$ cat config.mk
export PLATFORM = sky130hd
export DESIGN_NAME = pc_rtn_stack
export DESIGN_NICKNAME = d
export VERILOG_FILES = /design/src/rtl/pc_rtn_stack_pkg.sv /design/src/rtl/pc_rtn_stack_rtn.sv /design/src/rtl/pc_rtn_stack.sv
export SDC_FILE = /design/constraint.sdc
export NUM_CORES = 1
export LEC_CHECK = 0
export CAP_MARGIN = 25
export CORE_UTILIZATION = 30
export CTS_CLUSTER_SIZE = 12
export DETAILED_ROUTE_END_ITERATION = 10
export GPL_ROUTABILITY_DRIVEN = 0
export REMOVE_ABC_BUFFERS = 1
export SLEW_MARGIN = 0
export SYNTH_ARGS = -nofsm -noshare
export SYNTH_HDL_FRONTEND = slang
export SYNTH_SLANG_ARGS = --single-unit
$ cat constraint.sdc
create_clock -name clk -period 5.45 [get_ports clk]
set_input_delay 1.3625 -clock clk [delete_from_list [all_inputs] [get_ports clk]]
set_output_delay 1.3625 -clock clk [all_outputs]
set_load 0.05 [all_outputs]
$ cat src/rtl/pc_rtn_stack_pkg.sv
// Shared field positions and writeback action decode for the PC / return stack.
// Pure types and constants; no timing.
// No handshake; consumers act on the decoded action in the same cycle.
package pc_rtn_stack_pkg;

    localparam int CALL_BIT    = 29;
    localparam int TGT_LSB     = 0;
    localparam int ADDR_W_DFLT = 16;

    typedef enum logic [2:0] {
        ACT_HOLD,
        ACT_INC,
        ACT_JUMP,
        ACT_CALL,
        ACT_RTN
    } pc_act_e;

    // Strobe priority: return, then branch (jump or call), then increment.
    function automatic pc_act_e decode_act(input logic rtn, input logic brnch,
                                           input logic call, input logic inc);
        pc_act_e act;
        act = ACT_HOLD;
        if (rtn)
            act = ACT_RTN;
        else if (brnch)
            act = call ? ACT_CALL : ACT_JUMP;
        else if (inc)
            act = ACT_INC;
        return act;
    endfunction

endpackage

$ cat src/rtl/pc_rtn_stack_rtn.sv
// LIFO register array holding return addresses.
// Push/pop take effect at the clock edge; top-of-stack read is combinational.
// No backpressure: push while full and pop while empty are dropped and flagged.
module rtn_stack
    import pc_rtn_stack_pkg::*;
#(
    parameter int ADDR_W    = ADDR_W_DFLT,
    parameter int STK_DEPTH = 8,
    parameter int PTR_W     = $clog2(STK_DEPTH),
    parameter int CNT_W     = PTR_W + 1
) (
    input  logic              clk,
    input  logic              rst,
    input  logic              push,
    input  logic              pop,
    input  logic [ADDR_W-1:0] din,
    output logic [ADDR_W-1:0] dout,
    output logic [CNT_W-1:0]  cnt,
    output logic              full,
    output logic              empty,
    output logic              ovfl_evt,
    output logic              unfl_evt
);

    logic [ADDR_W-1:0] mem [STK_DEPTH];
    logic [CNT_W-1:0]  top_idx;
    logic              do_push;
    logic              do_pop;

    assign full     = (cnt == CNT_W'(STK_DEPTH));
    assign empty    = (cnt == '0);
    assign top_idx  = cnt - CNT_W'(1);
    assign dout     = empty ? '0 : mem[top_idx[PTR_W-1:0]];

    // Pop wins over a simultaneous push so a return never leaves a stray entry.
    assign do_pop   = pop && !empty;
    assign do_push  = push && !pop && !full;
    assign ovfl_evt = push && !pop && full;
    assign unfl_evt = pop && empty;

    always_ff @(posedge clk) begin
        if (rst)
            cnt <= '0;
        else if (do_pop)
            cnt <= cnt - CNT_W'(1);
        else if (do_push)
            cnt <= cnt + CNT_W'(1);
    end

    always_ff @(posedge clk) begin
        if (do_push && !rst)
            mem[cnt[PTR_W-1:0]] <= din;
    end

endmodule

$ cat src/rtl/pc_rtn_stack.sv
// Program counter with call/return stack driven by writeback strobes.
// One-cycle latency: pc and stack state update at the edge sampling the strobe.
// No backpressure; stack overflow/underflow are reported through sticky flags.
module pc_rtn_stack
    import pc_rtn_stack_pkg::*;
#(
    parameter int          ADDR_W    = ADDR_W_DFLT,
    parameter int          STK_DEPTH = 8,
    parameter int unsigned RST_VEC   = 0,
    parameter int          CNT_W     = $clog2(STK_DEPTH) + 1
) (
    input  logic              clk,
    input  logic              rst,
    input  logic              incrmnt_pc,
    input  logic              ld_brnch_addr,
    input  logic              ld_rtn_addr,
    input  logic [31:0]       crnt_instrn,
    output logic [ADDR_W-1:0] pc,
    output logic [CNT_W-1:0]  stk_cnt,
    output logic              stk_full,
    output logic              stk_empty,
    output logic              stk_ovfl,
    output logic              stk_unfl
);

    pc_act_e           act;
    logic [ADDR_W-1:0] pc_plus1;
    logic [ADDR_W-1:0] target;
    logic [ADDR_W-1:0] rtn_addr;
    logic [ADDR_W-1:0] pc_nxt;
    logic              ovfl_evt;
    logic              unfl_evt;
    logic              unused_instrn_bits;

    assign act      = decode_act(ld_rtn_addr, ld_brnch_addr,
                                 crnt_instrn[CALL_BIT], incrmnt_pc);
    assign pc_plus1 = pc + ADDR_W'(1);
    assign target   = crnt_instrn[TGT_LSB +: ADDR_W];

    assign unused_instrn_bits = &{1'b0, crnt_instrn};

    rtn_stack #(
        .ADDR_W    (ADDR_W),
        .STK_DEPTH (STK_DEPTH)
    ) u_rtn_stack (
        .clk      (clk),
        .rst      (rst),
        .push     (act == ACT_CALL),
        .pop      (act == ACT_RTN),
        .din      (pc_plus1),
        .dout     (rtn_addr),
        .cnt      (stk_cnt),
        .full     (stk_full),
        .empty    (stk_empty),
        .ovfl_evt (ovfl_evt),
        .unfl_evt (unfl_evt)
    );

    always_comb begin
        pc_nxt = pc;
        unique case (act)
            ACT_RTN:  pc_nxt = stk_empty ? pc_plus1 : rtn_addr;
            ACT_JUMP: pc_nxt = target;
            ACT_CALL: pc_nxt = target;
            ACT_INC:  pc_nxt = pc_plus1;
            default:  pc_nxt = pc;
        endcase
    end

    always_ff @(posedge clk) begin
        if (rst) begin
            pc       <= ADDR_W'(RST_VEC);
            stk_ovfl <= 1'b0;
            stk_unfl <= 1'b0;
        end else begin
            pc       <= pc_nxt;
            stk_ovfl <= stk_ovfl | ovfl_evt;
            stk_unfl <= stk_unfl | unfl_evt;
        end
    end

endmodule

# Yosys cells after proc, flatten, opt, wreduce, memory -nomap -nowiden
# Memories as Yosys holds them, arrays and structs flattened.
# Index checks and enable logic that the tools add are counted.
[totals]
n_memories = 1
out_inout_bits = 24
ff_bits = 22
ramBits = 128
[mem_list]
columns = ["name", "words", "width", "read_ports", "rd_ports_with_merged_regs", "write_ports", "line_no", "source"]
rows = [
  ["u_rtn_stack.mem", 8, 16, 1, 0, 1, "pc_rtn_stack_rtn.sv:25", "logic [ADDR_W-1:0] mem [STK_DEPTH];"],
]
[classes]
n_bitwise = 2
eq_ne = 5
add_sub_neg = 3
n_mux = 10
n_reduce_logical = 14
[op_table]
columns = ["cell", "count"]
rows = [
  ["16-bit one-hot mux with 3 select lines", 1],
  ["16-bit by 1-bit adder with 16-bit output, second input constant", 1],
  ["16-bit 2-to-1 mux", 1],
  ["4-bit 2-to-1 mux", 2],
  ["3-bit by 2-bit equality test with 1-bit output, second input constant", 2],
  ["1-bit logical AND", 6],
  ["4-bit by 1-bit adder with 4-bit output, second input constant", 1],
  ["4-bit equality test, second input constant", 1],
  ["1-bit zero test", 4],
  ["4-bit zero test", 1],
  ["1-bit 2-to-1 mux", 4],
  ["4-bit by 1-bit subtractor with 4-bit output, second input constant", 1],
  ["3-bit by 1-bit equality test with 1-bit output, second input constant", 1],
  ["3-bit equality test, second input constant", 1],
  ["3-bit 2-to-1 mux", 1],
  ["3-bit nonzero test", 1],
  ["2-bit 2-to-1 mux", 1],
  ["1-bit bitwise OR", 2],
  ["2-bit nonzero test", 1],
  ["2-bit OR reduction", 1],
]

# Longest topological paths before layout
# Gate-level depths: netlist (run 1).
[depth]
depth_word = 10
mapped_depth = 10
mapped_depth_nobuf = 7

# Modules after synthesis
# A second synthesis (run 1) with hierarchy kept.
[unflattened]
cells_unflattened = 454
hier_area_um2 = 6750.2
[by_module_without_submodules]
columns = ["module", "seq_area_each_um2", "cells_per_inst", "n_inst", "area_each_um2"]
rows = [
  ["rtn_stack", 3923.8, 242, 1, 5157.4],
  ["pc_rtn_stack", 360.3, 212, 1, 1592.8],
]

# Worst setup path before layout (run 1)
# Ideal clock, no wire load.
[synth_path]
path_kind = "input to register"
startpoint = "input ld_brnch_addr"
endpoint = "memory u_rtn_stack.mem[1][0] (netlist name), enable pin"
required_time_ns = 5.041
arrival_time_ns = 3.199
setup_ns = 0.409
path_stages = 6
setup_slack_ns = 1.842
cell_sequence = "nor2b_1 > buf_2 > nand3_1 > nor2_1 > nand2_1 > nor3_1"
[synth_between]
elab_chain_cells = 9
[synth_lines]
columns = ["element", "line_no", "source"]
rows = [
  ["from (decl)", "pc_rtn_stack.sv:15", "input logic ld_brnch_addr,"],
  ["2-bit 2-to-1 mux (*)", "pc_rtn_stack_pkg.sv:25", "else if (brnch)"],
  ["3-bit 2-to-1 mux (*)", "pc_rtn_stack_pkg.sv:23", "if (rtn)"],
  ["3-bit equality test", "pc_rtn_stack.sv:49", ".pop (act == ACT_RTN),"],
  ["1-bit zero test", "pc_rtn_stack_rtn.sv:37", "assign do_push = push && !pop && !full;"],
  ["1-bit logical AND (*) (2 in series)", "pc_rtn_stack_rtn.sv:37", ""],
  ["1-bit logical AND (*)", "pc_rtn_stack_rtn.sv:51", "if (do_push && !rst)"],
  ["1-bit 2-to-1 mux (*)", "pc_rtn_stack_rtn.sv:51", ""],
  ["1-bit 2-to-1 mux (not written as such) (*)", "pc_rtn_stack_rtn.sv:52", "mem[cnt[PTR_W-1:0]] <= din;"],
  ["to (decl)", "pc_rtn_stack_rtn.sv:25", ""],
]
# Every way passes the cells marked *; elsewhere a longest branch is shown, timed or not.

# Worst setup path after layout (run 1)
[layout_path]
startpoint = "register u_rtn_stack.cnt[1]"
endpoint = "output stk_empty"
[layout_between]
elab_chain_cells = 1
[layout_lines]
columns = ["element", "line_no", "source"]
rows = [
  ["from (decl)", "pc_rtn_stack_rtn.sv:18", "output logic [CNT_W-1:0] cnt,"],
  ["from (signal assigned)", "pc_rtn_stack_rtn.sv:45", "cnt <= cnt - CNT_W'(1);"],
  ["from (signal assigned)", "pc_rtn_stack_rtn.sv:47", "cnt <= cnt + CNT_W'(1);"],
  ["4-bit zero test", "pc_rtn_stack_rtn.sv:31", "assign empty = (cnt == '0);"],
  ["to (decl)", "pc_rtn_stack.sv:21", "output logic stk_empty,"],
]
# Every way passes these cells.

==> impl_metrics.csv, run 1 <==
group,metric,value,unit
clock_network,htreeDepth,4,
place,dpl_cell_area,6990,sq um
clock_network,cts_tree,"done",
worst_setup_path,required,4.09,ns
worst_hold_path,min_path_type,"reg2reg",
clock_network,post-cts-setup-buffer-count,0,
worst_setup_path,crit_slowest_cell,"clkdlybuf4s50_1",
floorplanning,core_area,20200,sq um
detailed_routing,drtPass1Iterations,10,
layout,final_nets,459,
logic_synthesis,syn_inst,360,
layout,antenna_cells_inserted,0,
grt,grt_pass1_wl,22200,um
power,swShare,33.9,%
layout,design_area,7600,sq um
sta,fin_setup_tns,0,ns
worst_setup_path,endpoint_kind,"output port",
worst_setup_path,worstPathArrival,2.51,ns
grt,grt-ovfl-total,0,
floorplanning,ioPinCount,61,
floorplanning,fp.dieW,146,um
sta,hold_violations,0,
worst_setup_path,critPathMaxFanout,8,
floorplanning,rows,52,
detailed_routing,drc,0,
sta,max_freq,258,MHz
logic_synthesis,synthDistinctLibCells,45,
logic_synthesis,syn-cell-area,6180,sq um
worst_setup_path,worst_setup_path_start_kind,"register",
detailed_routing,wl,14700,um
layout,stdcell_count,702,
power,power_switching,1.38,mW
power,p_seq_share,38.9,%
floorplanning,start_util,30.5,%
grt,antenna_found_initial,0,
detailed_routing,drt_iter0_drc,292,
sta,finalSetupViolations,0,
clock_network,cts_buffers,17,
clock_network,clkSinkCount,150,
detailed_routing,viasPerCell,5.02,
sta,finalCriticalPeriod,3.88,ns
power,vdd_drop_max,0.182,mV
place,dp_hpwl,8860,um
clock_network,clockRootBuffer,"clkbuf_16",
detailed_routing,vias,3524,
clock_network,cts.clk_slew.worst_paths,0.06,ns
sta,worst_pin_slew,0.937,ns
floorplanning,die_height,146,um
grt,grt_usage,14.7,%
detailed_routing,wl_per_cell,21.0,um
floorplanning,die_area,21200,sq um
sta,grt_setup_unrepaired,"false",
grt,grt_pass1_vias,3678,
detailed_routing,postRouteAntennaNets,0,
logic_synthesis,synth_edf_count,128,
clock_network,clock_path_buffers,2,
logic_synthesis,synthFlopType,"edfxtp_1",
place,dp.cells,670,
logic_synthesis,synth-async-reset-ratio,0,%
layout,syn2layout_area_growth,23.0,%
logic_synthesis,yosysSeqAreaShare,69.3,%
logic_synthesis,avgSynthCellArea,17.2,sq um
sta,period_share,71.1,%
status,outcome,"complete, no violations",
power,p_leak,2.44,nW
worst_setup_path,crit_chain,"inv_1, ha_1, nor3b_2, clkdlybuf4s50_1",
worst_setup_path,path_buf_inv,2,
power,combPwrFrac,31.2,%
place,io_buffer_count,45,
grt,grt_max_degree,37,
power,clockPowerShare,30.0,%
logic_synthesis,ys_seq_elements,150,
clock_network,worstSkewPairLatency,0.43,ns
sta,finalMaxSlewViolations,0,
worst_setup_path,path_class,"reg2out",
power,power_density,534,nW/um^2
worst_setup_path,slowest_delay,0.89,ns
clock_network,ctsHoldBuffers,0,
worst_setup_path,cp_top_family,"buffers and inverters",
power,p_int,2.68,mW
sta,fin_skew,0.00972,ns
logic_synthesis,yosys_warnings,0,
sta,max_slew_margin,37.5,%
clock_network,post_cts_resized,0,
layout,drive_gt1_share,19.2,%
job,drv_cap,0,
==> worst min-delay path: cells and delay by family, from the launching register on <==
family,cells,cell delay [ns]
AND/OR/NAND/NOR,1,0.07
AO/OA/AOI/OAI,1,0.04
flip-flops,1,0.33
==> stage by stage <==
| step | total power, mW | util, % | hold WS, ns | worst slack [ns] |
|---|---|---|---|---|
| after CTS | 4.09 | 37.6 | 0.484 | 1.55 |
| final | 4.06 | 37.6 | 0.473 | 1.57 |
| after detailed placement | 2.88 | 34.5 | 0.469 | 1.43 |
| after global placement | 2.84 | 34.5 | 0.453 | 1.48 |
| after floorplan | 2.44 | - | 0.688 | 0.690 |
| after global routing | 4.22 | 37.6 | 0.513 | 1.44 |
==> cells in the mapped netlist (all sizes together), types with 2 or more instances <==
cell,instances,area (sq um)
or3,3,18.8
buf,14,98.8
xnor2,9,86.3
ha,3,37.5
a222oi,14,140
nand4,5,46.3
xor2,8,70.1
clkbuf,6,22.5
nor2b,2,12.5
dfxtp,22,440
mux4,32,743
a21oi,7,35.0
nand2b,3,18.8
inv,7,26.3
a31oi,13,81.3
nand2,32,120
nor2,14,52.6
nand3,5,30.0
a22oi,4,30.0
nor3,6,30.0
nor4,4,37.5
and2,2,12.5
edfxtp,128,3840
o21ai,3,15.0
mux2i,2,20.0
nor3b,2,20.0
==> worst paths after layout <==
kind | startpoint | to | slack [ns] | cells after the start
setup / recovery | u_rtn_stack.cnt[1] | stk_empty | 1.57 | 4
hold / removal | stk_ovfl | stk_ovfl | 0.47 | 2
setup reg to reg | u_rtn_stack.cnt[1] | pc[5] | 2.60 | 6
hold reg to reg | stk_ovfl | stk_ovfl | 0.47 | 2
==> routing by layer <==
metal | vias up | wire length (um) | global-route usage [%]
li1 | 1578 | - | -
met2 | 103 | 7330 | 24.1
met4 | 0 | 282 | 5.79
met5 | - | 0 | 0
met3 | 23 | 741 | 4.39
met1 | 1820 | 6370 | 18.3
==> cells by family (layout without fill, tap and decap cells) <==
kind of cell | after synthesis | after routing | synth area share [%]
AO/OA/AOI/OAI | 49 | 49 | 6.09
buffers and inverters | 27 | 99 | 2.39
AND/OR/NAND/NOR | 80 | 80 | 6.72
adder cells (fa/ha/maj) | 3 | 3 | 0.607
XOR/XNOR | 17 | 17 | 2.53
flip-flops | 150 | 150 | 69.3
multiplexers | 34 | 34 | 12.3
==> cell usage in the layout (no fill, tap or decap), drive strengths merged, types with 2 or more instances in the layout <==
master and n:
edfxtp 128, clkdlybuf4s50 45, nand2 32, mux4 32
dfxtp 22, clkbuf 18, buf 15, nor2 14
a222oi 14, a31oi 13, xnor2 9, xor2 8
inv 7, a21oi 7, clkinv 7, nor3 6
nand4 5, nand3 5, a22oi 4, bufinv 4
nor4 4, or3 3, nand2b 3, o21ai 3
ha 3, clkinvlp 3, nor2b 2, and2 2
mux2i 2, nor3b 2
==> state kept, by name, summed over array words and instances, names as in the netlist <==
name,cells
u_rtn_stack.mem,128
stk_unfl,1
u_rtn_stack.cnt,4
pc,16
stk_ovfl,1
==> power groups by stage <==
stage,sequential (mW),clock [mW],combinational [mW]
final,1.58,1.22,1.27
after global routing,1.60,1.28,1.35
after CTS,1.58,1.23,1.28
after detailed placement,1.60,0,1.27
after global placement,1.60,0,1.24
after floorplan,1.80,0,0.640
==> final cells by class <==
cell class,count,area (sq um)
well taps,270,338
flip-flops and latches,150,4290
repair buffers,60,571
inverters,7,26.3
multi-input cells,183,1770
clock inverters,14,184
fillers,1864,12600
clock buffers,18,429
Power figures use the tool's default switching activity.
==> inputs of run 2 (changes only) <==
clock period = 3.43 ns   (was 5.45 ns; I/O delays follow)
==> impl_metrics.csv, run 2 (same netlist as run 1, synthesis figures left out) <==
group,metric,value,unit
status,outcome,"complete, no violations",
grt,grt_max_degree,36,
sta,fin_skew,0.00595,ns
sta,finalSetupViolations,0,
floorplanning,rows,52,
detailed_routing,wl_per_cell,20.6,um
power,p_int,4.10,mW
grt,grt_pass1_vias,3732,
detailed_routing,drtPass1Iterations,7,
floorplanning,die_height,146,um
floorplanning,start_util,30.5,%
worst_setup_path,path_class,"reg2out",
clock_network,cts_buffers,17,
power,vdd_drop_max,0.338,mV
clock_network,cts_tree,"done",
sta,max_slew_margin,49.6,%
layout,fin_util,37.4,%
clock_network,clock_path_buffers,2,
clock_network,cts.clk_slew.worst_paths,0.06,ns
detailed_routing,postRouteAntennaNets,0,
job,drv_cap,0,
power,power_density,828,nW/um^2
power,combPwrFrac,32.3,%
worst_setup_path,r2r-end,"pc[14]",
sta,finalMaxSlewViolations,0,
clock_network,clkSinkCount,150,
layout,largest_reg_flops,128,
layout,syn2layout_area_growth,22.5,%
sta,finalCriticalPeriod,3.16,ns
detailed_routing,met2_length,7140,um
worst_hold_path,hp-start,"stk_unfl",
sta,worst_pin_slew,0.750,ns
power,p_seq_share,40.0,%
detailed_routing,drt_iter0_drc,294,
clock_network,post-cts-setup-buffer-count,0,
clock_network,clockRootBuffer,"clkbuf_16",
place,io_buffer_count,45,
detailed_routing,drc,0,
detailed_routing,top_layer,"met4",
worst_hold_path,min_path_type,"reg2reg",
grt,grt_usage,14.6,%
grt,grt_pass1_wl,22400,um
worst_setup_path,reg2reg_slack,0.93,ns
grt,grt-ovfl-total,0,
floorplanning,ioPinCount,61,
detailed_routing,wl,14600,um
worst_setup_path,required,2.57,ns
clock_network,post_cts_resized,0,
power,p_leak,2.45,nW
worst_setup_path,reg2reg_depth,6,
place,dp_hpwl,9290,um
detailed_routing,viasPerCell,5.01,
grt,antenna_found_initial,0,
layout,antenna_cells_inserted,0,
worst_setup_path,endpoint_kind,"output port",
clock_network,htreeDepth,4,
power,clockPowerShare,27.7,%
layout,layout_commonest_cell,"edfxtp_1",
layout,design_area,7570,sq um
detailed_routing,drt-met1-wl,6410,um
sta,grt_setup_unrepaired,"false",
worst_setup_path,worstPathArrival,2.31,ns
floorplanning,core_area,20200,sq um
detailed_routing,vias,3550,
worst_setup_path,critPathMaxFanout,8,
sta,max_freq,316,MHz
worst_hold_path,whs_endpoint,"stk_unfl",
worst_setup_path,worst_setup_path_start_kind,"register",
layout,mostFrequentLayoutCells,"edfxtp_1, clkdlybuf4s50_1, nand2_1, mux4_2, buf_4",
place,dpl_cell_area,7030,sq um
layout,final_nets,466,
sta,hold_violations,0,
detailed_routing,route.met3.wl,852,um
power,power_switching,2.16,mW
worst_hold_path,hold_depth,2,
layout,drive_gt1_share,19.8,%
floorplanning,die_area,21200,sq um
worst_setup_path,timing.rr.start,"pc[0]",
clock_network,ctsHoldBuffers,0,
power,swShare,34.5,%
sta,period_share,92.2,%
clock_network,worstSkewPairLatency,0.43,ns
floorplanning,fp.dieW,146,um
[run 2: cell types whose count changed in the layout (fill, tap and decap cells not counted), moves of 2 or more]
cell,previous run,this run
bufinv_16,4,2
clkinv_2,4,6
clkinv_4,2,0
buf_4,14,23
clkinvlp_4,3,1
clkinv_1,1,5
[run 2: layout make-up]
cell class	instances	area [sq um]
Timing Repair Buffer	67	613
Tap cell	270	338
Clock inverter	14	116
Fill cell	1865	12700
Clock buffer	18	429
Inverter	7	26.3
Multi-Input combinational cell	183	1760
Sequential cell	150	4290
[run 2: worst max-delay path by stage]
| stage | start | endpoint | depth (start not counted) |
|---|---|---|---|
| 2_1_floorplan | u_rtn_stack.cnt[0] | u_rtn_stack.mem[1][0] | 7 |
| 3_3_place_gp | ld_brnch_addr | u_rtn_stack.mem[1][15] | 7 |
| 3_5_place_dp | ld_brnch_addr | u_rtn_stack.mem[1][2] | 7 |
| 4_1_cts | u_rtn_stack.cnt[1] | stk_full | 5 |
| 5_1_grt | u_rtn_stack.cnt[1] | stk_full | 5 |
| 6_report | u_rtn_stack.cnt[1] | stk_full | 5 |
[run 2: routing by layer]
layer / vias up / GRT usage, %
met5: - / 0
met4: 0 / 6.00
met3: 16 / 4.29
met2: 103 / 23.7
met1: 1835 / 18.3
li1: 1596 / -
[run 2: critical path, stage by stage, from the launching register on]
cell and delay (ns):
dfxtp_1 0.53, inv_1 0.14, ha_1 0.26, nand3b_1 0.17
inv_1 0.08, clkdlybuf4s50_1 0.70
[run 2: through the flow]
| step | setup TNS, ns | power (mW) | hold WS [ns] | cells | setup WS, ns |
|---|---|---|---|---|---|
| after floorplan | -131.76 | 3.88 | 0.688 | 340 | -1.33 |
| after global placement | 0 | 4.54 | 0.451 | 677 | 0.423 |
| after detailed placement | 0 | 4.58 | 0.465 | 677 | 0.402 |
| after CTS | 0 | 6.31 | 0.480 | 709 | 0.267 |
| after global routing | 0 | 6.53 | 0.501 | 709 | 0.157 |
| final | 0 | 6.27 | 0.470 | 709 | 0.267 |
[run 2: power groups by stage]
| stage | sequential (mW) | clock (mW) | combinational, mW |
|---|---|---|---|
| CTS | 2.51 | 1.76 | 2.04 |
| global placement | 2.54 | 0 | 2.00 |
| detailed placement | 2.54 | 0 | 2.04 |
| global route | 2.53 | 1.83 | 2.17 |
| finish | 2.51 | 1.74 | 2.02 |
| floorplan | 2.86 | 0 | 1.02 |
==> inputs of run 3 (changes only) <==
CORE_MARGIN = 10   (was not set)
PLACE_DENSITY_LB_ADDON = 0.2   (was not set)
==> impl_metrics.csv, run 3 (same netlist as run 1, synthesis figures left out) <==
group,metric,value,unit
layout,final-seq-area,4290,sq um
detailed_routing,wl,15900,um
detailed_routing,vias,3548,
place,io_buffer_count,45,
clock_network,htreeDepth,4,
sta,finalSetupViolations,0,
worst_setup_path,endpoint_kind,"output port",
worst_hold_path,hp-start,"stk_ovfl",
sta,hold_violations,0,
layout,num-fill-cells,1871,
detailed_routing,wl_per_cell,22.4,um
floorplanning,die_area,26700,sq um
grt,grt_pass1_vias,3806,
clock_network,clkSinkCount,150,
detailed_routing,drtPass1Iterations,5,
layout,antenna_cells_inserted,0,
sta,finalMaxSlewViolations,0,
place,dp_hpwl,9850,um
floorplanning,die_height,164,um
floorplanning,rows,52,
floorplanning,fp.dieW,164,um
layout,layout_commonest_cell,"edfxtp_1",
place,dpl_cell_area,7040,sq um
power,p_leak,2.48,nW
worst_setup_path,r2r-end,"pc[14]",
layout,largest_reg_flops,128,
layout,syn2layout_area_growth,23.6,%
sta,period_share,93.1,%
worst_setup_path,worst_setup_path_start_kind,"register",
sta,fin_ws,0.236,ns
clock_network,cts_buffers,17,
sta,max_freq,313,MHz
clock_network,ctsHoldBuffers,0,
grt,grt-ovfl-total,0,
worst_setup_path,reg2reg_depth,6,
grt,antenna_found_initial,0,
place,dpl_worst_slack,0.403,ns
layout,multi_input_area,1770,sq um
grt,grt_max_degree,23,
layout,design_area,7640,sq um
clock_network,worstSkewPairLatency,0.42,ns
power,vdd_drop_max,0.416,mV
job,drv_cap,0,
detailed_routing,viasPerCell,5.00,
clock_network,clock_path_buffers,2,
worst_setup_path,timing.rr.start,"pc[0]",
clock_network,post-cts-setup-buffer-count,0,
worst_setup_path,required,2.57,ns
clock_network,clockRootBuffer,"clkbuf_16",
grt,grt_usage,12.5,%
worst_hold_path,whs_endpoint,"stk_ovfl",
clock_network,cts_tree,"done",
status,outcome,"complete, no violations",
sta,finalCriticalPeriod,3.19,ns
clock_network,cts.clk_slew.worst_paths,0.06,ns
grt,grt_pass1_wl,24400,um
worst_setup_path,reg2reg_slack,0.82,ns
worst_setup_path,critPathMaxFanout,8,
floorplanning,start_util,30.5,%
floorplanning,core_area,20200,sq um
detailed_routing,drt_iter0_drc,310,
sta,fin_skew,0.00711,ns
sta,max_slew_margin,48.0,%
detailed_routing,drc,0,
power,power_density,852,nW/um^2
detailed_routing,postRouteAntennaNets,0,
layout,drive_gt1_share,20.2,%
layout,mostFrequentLayoutCells,"edfxtp_1, clkdlybuf4s50_1, nand2_1, mux4_2, buf_4",
layout,final_nets,467,
worst_hold_path,hold_depth,2,
floorplanning,ioPinCount,61,
sta,grt_setup_unrepaired,"false",
sta,worst_pin_slew,0.774,ns
clock_network,post_cts_resized,0,
layout,fin_util,37.8,%
worst_setup_path,path_class,"reg2out",
worst_setup_path,worstPathArrival,2.34,ns
worst_hold_path,min_path_type,"reg2reg",
[run 3: area by class of cell]
type                       instances  share of cell area [%]
tap                              270                    4.42
sequential                       150                    56.1
multi-input combinational        183                    23.1
clock inverter                    12                    2.06
inverter                           7                   0.344
clock buffer                      20                    5.85
timing repair buffer              68                    8.12
[run 3: worst max-delay path, stage by stage (launching register included)]
cell,delay (ns)
dfxtp_1,0.41
inv_1,0.15
ha_1,0.27
nand3b_1,0.17
inv_1,0.11
clkdlybuf4s50_1,0.81
[run 3: where the power goes]
| part | leakage (nW) | switching, mW | internal (mW) |
|---|---|---|---|
| logic | 0.830 | 1.30 | 0.781 |
| registers | 1.35 | 0.221 | 2.29 |
| clock network | 0.294 | 0.699 | 1.22 |
[run 3: layer usage]
metal | GRT usage [%] | wire length [um] | up-vias
li1 | - | - | 1593
met5 | 0 | 0 | -
met3 | 3.02 | 669 | 12
met2 | 19.0 | 7410 | 92
met4 | 4.02 | 175 | 0
met1 | 17.1 | 7680 | 1851
[run 3: how the worst max path moves through the flow]
stage | start | to | slack [ns] | cells past startpoint
final | u_rtn_stack.cnt[1] | stk_full | 0.24 | 5
after floorplan | u_rtn_stack.cnt[0] | u_rtn_stack.mem[1][0] | -1.33 | 7
after global placement | ld_brnch_addr | u_rtn_stack.mem[3][8] | 0.45 | 7
after detailed placement | ld_brnch_addr | u_rtn_stack.mem[0][8] | 0.40 | 7
after CTS | u_rtn_stack.cnt[1] | stk_full | 0.22 | 5
after global routing | u_rtn_stack.cnt[1] | stk_full | 0.10 | 5
[run 3: through the flow]
step                cells  hold WS, ns  power [mW]  setup TNS, ns
floorplan             340        0.688        3.88        -131.76
global placement      678        0.460        4.62              0
detailed placement    678        0.458        4.65              0
CTS                   710        0.471        6.57              0
global route          710        0.528        6.81              0
finish                710        0.463        6.51              0
